[src/rtl/led_spi_tx.sv]
// led_spi_tx: per frame pops ZONES FIFO words, shifts each MSB-first on divided led_sclk, then strobes led_le (ports: frame_start/rd_* in, led_*/busy/frame_done/underrun out)
module led_spi_tx #(
  parameter int FIFO_W = 32,
  parameter int DATA_W = 16,
  parameter int ZONES = 64,
  parameter int CLK_DIV = 4,
  parameter int LE_CYCLES = 4
) (
  input  logic              clk,
  input  logic              rst,
  input  logic              frame_start,
  input  logic [FIFO_W-1:0] rd_data,
  input  logic              rd_empty,
  output logic              rd_en,
  output logic              led_sclk,
  output logic              led_sdo,
  output logic              led_le,
  output logic              busy,
  output logic              frame_done,
  output logic              underrun
);
  localparam int WC_W = $clog2(ZONES + 1);
  localparam int BC_W = DATA_W > 1 ? $clog2(DATA_W) : 1;
  localparam int DV_W = CLK_DIV > 1 ? $clog2(CLK_DIV) : 1;
  localparam int LE_W = LE_CYCLES > 1 ? $clog2(LE_CYCLES) : 1;
  typedef enum logic [2:0] {IDLE, FETCH, LOAD, SHIFT, LATCH, DONE} state_t;
  state_t state, state_n;
  logic pending, div_last, word_end, unused_rd;
  logic [WC_W-1:0] wc;
  logic [BC_W-1:0] bc;
  logic [DV_W-1:0] div;
  logic [LE_W-1:0] le_cnt;
  logic [DATA_W-1:0] sreg, sreg_sh;
  assign rd_en = state == FETCH && !rd_empty;
  assign div_last = div == DV_W'(CLK_DIV - 1);
  assign word_end = state == SHIFT && div_last && led_sclk && bc == '0;
  assign sreg_sh = sreg << 1;
  assign unused_rd = ^rd_data;
  always_ff @(posedge clk)
    state <= rst ? IDLE : state_n;
  always_comb begin
    state_n = state;
    case (state)
      IDLE:    state_n = pending ? FETCH : IDLE;
      FETCH:   state_n = rd_empty ? FETCH : LOAD;
      LOAD:    state_n = SHIFT;
      SHIFT:   state_n = !word_end ? SHIFT : wc == WC_W'(ZONES - 1) ? LATCH : FETCH;
      LATCH:   state_n = le_cnt == LE_W'(LE_CYCLES - 1) ? DONE : LATCH;
      DONE:    state_n = IDLE;
      default: state_n = IDLE;
    endcase
  end
  always_ff @(posedge clk) begin
    if (rst) begin
      pending <= 1'b0;
      wc <= '0;
      bc <= '0;
      div <= '0;
      le_cnt <= '0;
      sreg <= '0;
      led_sclk <= 1'b0;
      led_sdo <= 1'b0;
      led_le <= 1'b0;
      busy <= 1'b0;
      frame_done <= 1'b0;
      underrun <= 1'b0;
    end else begin
      pending <= state == IDLE && pending ? 1'b0 : pending | frame_start;
      le_cnt <= state == LATCH ? le_cnt + 1'b1 : '0;
      led_le <= state_n == LATCH;
      busy <= state_n != IDLE && state_n != DONE;
      frame_done <= state_n == DONE;
      if (state == IDLE && pending) begin
        underrun <= 1'b0;
        wc <= '0;
      end
      if (state == FETCH && rd_empty && wc != '0) underrun <= 1'b1;
      if (state == LOAD) begin
        sreg <= rd_data[DATA_W-1:0];
        bc <= BC_W'(DATA_W - 1);
        led_sdo <= rd_data[DATA_W-1];
        div <= '0;
      end
      if (state == SHIFT) begin
        div <= div_last ? '0 : div + 1'b1;
        if (div_last) led_sclk <= !led_sclk;
        if (div_last && led_sclk && bc != '0) begin
          bc <= bc - 1'b1;
          sreg <= sreg_sh;
          led_sdo <= sreg_sh[DATA_W-1];
        end
        if (word_end) wc <= wc + 1'b1;
      end
      if (state_n == LATCH) led_sdo <= 1'b0;
    end
  end
endmodule

[config.mk]
export PLATFORM = sky130hd
export DESIGN_NAME = led_spi_tx
export DESIGN_NICKNAME = d
export VERILOG_FILES = /design/src/rtl/led_spi_tx.sv
export SDC_FILE = /design/constraint.sdc
export NUM_CORES = 1
export LEC_CHECK = 0
export BUFFER_PORTS_ARGS = -buffer_cell sky130_fd_sc_hd__buf_4
export CORE_MARGIN = 2
export CORE_UTILIZATION = 41
export DETAILED_ROUTE_END_ITERATION = 6
export GPL_TIMING_DRIVEN = 1
export REMOVE_ABC_BUFFERS = 1
export SYNTH_ARGS = -nofsm -noshare
export SYNTH_HDL_FRONTEND = slang
export SYNTH_SLANG_ARGS = --single-unit
[constraint.sdc]
create_clock -name clk -period 2.2 [get_ports clk]
set_input_delay 0.11 -clock clk [delete_from_list [all_inputs] [get_ports clk]]
set_output_delay 0.11 -clock clk [all_outputs]
set_load 0.1 [all_outputs]
======== Yosys cells after proc, flatten, opt, wreduce, memory -nomap -nowiden ========
Index checks and enable logic that the tools add are counted.
cells by class
  add/subtract/negate cells ............... 4
  equality and inequality tests ........... 10
  mux-type cells .......................... 23
  bitwise gates (word level) .............. 2
  reduce and logical (&&, ||, !) cells .... 23
operators with widths
  cell                   number
  $mux W16               3
  $mux W7                3
  $pmux W3 S5            1
  $mux W4                3
  $logic_and A1 B1 Y1    10
  $eq A3 B3 Y1 const B   3
  $mux W2                4
  $add A7 B1 Y7 const B  1
  $eq A7 B6 Y1 const B   1
  $mux W1                7
  $reduce_bool A7 Y1     1
  $eq A3 B2 Y1 const B   2
  $mux W3                2
  $reduce_or A2 Y1       3
  $add A2 B1 Y2 const B  2
  $eq A2 B2 Y1 const B   2
  $logic_not A4 Y1       1
  $reduce_bool A2 Y1     2
  $reduce_bool A4 Y1     1
  $sub A4 B1 Y4 const B  1
  $eq A3 B1 Y1 const B   1
  $logic_not A3 Y1       1
  $ne A3 B3 Y1 const B   1
  $reduce_bool A3 Y1     1
  other kinds (4)        5
storage, ports and cells
  flip-flop bits (word level) ............. 41
  bits of input ports ..................... 36
  output and inout port bits .............. 7
  word-level logic and storage cells ...... 75

======== Longest topological paths before layout ========
  depth in word-level cells ............... 8
  depth in mapped cells ................... 7
  gate-level depth less buffers ........... 6

======== Worst setup path before layout ========
OpenSTA, ideal clock, no wires.
  kind .................................... flip-flop to flip-flop
  start point ............................. register state[0]
  end point ............................... register state[1]
  library setup time ...................... 75 ps
  data arrival time ....................... 2932 ps
  data required time ...................... 2125 ps
  slack ................................... -807 ps
  cell stages (with the launch flop) ...... 6
  path buffers ............................ 1
  period minus slack after synthesis ...... 3007 ps
  cells stage by stage .................... dfxtp_1 -> buf_2 -> nand2b_1 -> nor3_1 -> a21oi_1 -> nor2_1
between the ends
  longest elaborated chain between the ends .. 6
  elaborated cells between the ends (all ways) .. 10
  those cells by class .................... 4 x eq/ne; 2 x mux; 4 x reduce/logical
ends and longest elaborated chain
  what                               RTL line  RTL
  start: declaration                 27        state_t state, state_n;
  start signal: assignment           40        state <= rst ? IDLE : state_n;
  $eq A3 B2 Y1                       36, 43
  $logic_and A1 B1 Y1 (3 in series)  36        assign word_end = state == SHIFT && div_last && led_sclk && bc == '0;
  $mux W3                            47        SHIFT: state_n = !word_end ? SHIFT : wc == WC_W'(ZONES - 1) ? LATCH : FETCH;
  $pmux W3 S5 *                      43        case (state)
Mark *: on every way between the ends. The rest lies on a longest branch, timed or not.
A chain may end at the register's enable or synchronous reset.

======== Worst setup path after layout ========
  start point ............................. register state[0]
  end point ............................... register wc[2]
between the ends
  longest elaborated chain between the ends .. 6
  elaborated cells between the ends (all ways) .. 9
  those cells by class .................... 1 x eq/ne; 3 x mux; 5 x reduce/logical
ends and longest elaborated chain
  what                               RTL line  RTL
  $eq A3 B2 Y1                       36, 84
  $logic_and A1 B1 Y1 (3 in series)  36
  $mux W7                            92        if (word_end) wc <= wc + 1'b1;
  $mux W7 *                          84        if (state == SHIFT) begin
  end signal: assignment             92
  end: declaration                   29        logic [WC_W-1:0] wc;
Marked as above.

==> reports/metrics.yaml <==
min_path:
  min_path_type: "primary input to flop"
  min_path_cells: 3
  min_from: "frame_start"
clocking:
  cts_hold_buf: 0
  cts_resized: 0
  htree_levels: 2
  clk_path_buf_depth: 2
  clock_sinks: 40
  cts_root_buffer: "clkbuf_8"
  path_clk_slew_ns: 0.08
  post-cts-setup-buffers: 0
  cts_buffers: 5
  cts_tree: "done"
  clkLatencyLatePin_ns: 0.29
timing:
  setup_viol: 0
  slew_headroom: 0.687
  fmax_mhz: 561
  fin_crit_ns: 1.78
  worst_clock_skew_ns: 0.00736
  min_period_over_period: 0.810
  rsz0062_at_grt: "no"
  tightest_slew_ns: 0.469
  hold_violations: 0
  drv_slew: 0
  timing.hold.ws_ns: 0.0767
setup_path:
  cp_slowest_cell: "dfxtp_1"
  reg2regPathDepth: 4
  cpPeakStageDelay_ns: 0.62
  startpoint: "state[0]"
  critPathLaunchType: "flop"
  crit_chain: "and4b_1 -> and3_1 -> a21oi_1 -> a211oi_1"
  critical_path_arrival_ns: 1.99
  required_ns: 2.41
  crit_type: "flop to flop"
  cp-end-kind: "flop"
  cp_max_fo: 12
  reg2reg_from: "state[0]"
logic_synthesis:
  synth_area_leader_cell: "dfxtp_1"
  synth_top_area_share: 0.414
  async_reset_ff_frac: 0
  ys_seq_elements: 40
  netlist_area_um2: 1940
  ys_seq_area_frac: 0.414
  ys.flop_type: "dfxtp_1"
  synth_edf_count: 0
  synthCells: 204
  yosys.cell_types.count: 46
  synth_area_leaders: "dfxtp_1, mux2i_1, a211oi_1, nor2_1, ha_1"
  yosysWarningCount: 0
  synth_area_per_cell_um2: 9.49
global_route:
  grt_use_total: 0.150
  grt_max_degree: 42
  grt_pass1_vias: 1402
  antenna_found_initial: 0
  grt_pass1_wl_mm: 6.25
  grt-ovfl-total: 0
power:
  p_sw_frac: 0.262
  p_clk_frac: 0.340
  p_leak_uw: 0.000867
  p_int_uw: 1090
  pwr-share-comb: 0.135
  p_switching_uw: 388
  vdd_ir_drop_max_mv: 0.431
  powerDensity_nw_per_um2: 669
  p_seq_frac: 0.525
floorplanning:
  io_pins: 43
  initial_utilization: 0.436
  die_x_um: 72.7
  die_area_um2: 5290
  core-area_um2: 4440
  rows: 24
  die_h_um: 72.7
route:
  route.vias.total: 1520
  drt-total-wl_mm: 3.62
  via_per_inst: 5.45
  firstDrtPassIters: 4
  route.antenna.remaining_nets: 0
  first_iter_violations: 87
  post_drt_wl_per_cell_um: 13.0
  drc: 0
layout:
  nets: 268
  post-route-cell-area_um2: 2210
  antenna_cells: 0
  drive_gt1_frac: 0.194
  area_growth_pct: 14.3
placement:
  detailed_place_hpwl_mm: 2.41
  post_dp_cell_area_um2: 2120
  gp_congestion: 0.704
  place.port_buffers: 26
flow_run:
  drv_cap: 0
run_status:
  status: "finished, final reports clean"
power groups by stage:
| stage | clock network [µW] | logic, µW | registers, µW |
|---|---|---|---|
| final | 504 | 200 | 777 |
| after global routing | 554 | 220 | 781 |
| after CTS | 521 | 203 | 777 |
| after detailed placement | 0 | 203 | 794 |
| after global placement | 0 | 202 | 793 |
| after floorplan | 0 | 117 | 810 |
sequential cells by signal (all words and copies together) (netlist names):
signal      cells
led_sclk        1
led_le          1
le_cnt          2
wc              7
div             2
underrun        1
pending         1
bc              4
busy            1
led_sdo         1
state           3
sreg           15
frame_done      1
final cells by class:
type | instances | area, µm²
timing repair buffer | 28 | 210
clock buffer | 8 | 90.1
sequential | 40 | 801
fill | 440 | 2230
multi-input combinational | 143 | 1020
tap | 52 | 65.1
inverter | 8 | 30.0
synth_stat cells, types with 2 or more instances:
library cell / n
nor3_1: 9
a211oi_2: 2
mux2i_1: 17
a211oi_1: 18
inv_1: 8
nand3_1: 7
o21a_1: 2
nand2b_1: 3
ha_1: 6
nor3b_1: 2
buf_2: 2
buf_6: 3
a21oi_1: 12
dfxtp_1: 40
nor2_1: 24
nand2_1: 8
and3_1: 3
buf_4: 4
or3_1: 3
clkbuf_1: 4
a31oi_1: 2
stage by stage:
stage	total power [µW]	setup TNS [ns]	cells	setup slack, ns	util
4_1_cts	1500	0	279	0.435	0.498
2_1_floorplan	927	-1.49	191	-0.814	-
6_report	1480	0	279	0.418	0.498
3_5_place_dp	996	0	271	0.445	0.477
3_3_place_gp	995	0	271	0.447	0.477
5_1_grt	1550	0	279	0.171	0.498
critical path: cells and delay by family (launching register included):
family	cells	cell delay (ns)
AOI/OAI and AO/OA	2	0.37
and+or+nand+nor	2	0.71
DFF	1	0.62
routing by layer:
layer  global-route usage  vias to the layer above  routed length (µm)
met5                    0                        -                   0
met4               0.0617                        0                  59
met3               0.0401                        8                 139
met2                0.229                       25                1590
met1                0.201                      692                1830
li1                     -                      795                   -
cells in the final DEF, fill, tap and decap left out, types with 2 or more instances in the layout:
master and n:
a211oi_1 18, buf_4 28, nand2_1 8, clkbuf_1 2, a31oi_1 2, ha_1 6, and3_1 3, nor3_1 9
nor2_1 24, nor3b_1 2, dfxtp_1 40, nand3_1 7, inv_1 8, a21oi_1 12, a211oi_2 2, nand2b_1 3
or3_1 3, mux2i_1 17, o21a_1 2, clkbuf_8 6
kinds of logic (layout without fill, tap and decap cells):
logic type                 Yosys count  count (layout)  synth area share
adders and majority gates            6               6            0.0388
buffers and inverters               21              44            0.0614
and+or+nand+nor                     71              71             0.209
xor gates and xnor gates             1               1           0.00453
muxes                               18              18            0.0937
DFF                                 40              40             0.414
AOI/OAI and AO/OA                   47              47             0.178
final timing paths:
kind / endpoint / slack [ns]
worst max register to register: wc[2] / 0.42
worst min register to register: le_cnt[0] / 0.44
worst min-delay path: pending / 0.08
worst max-delay path: wc[2] / 0.42
(Power assumes the default switching activity.)
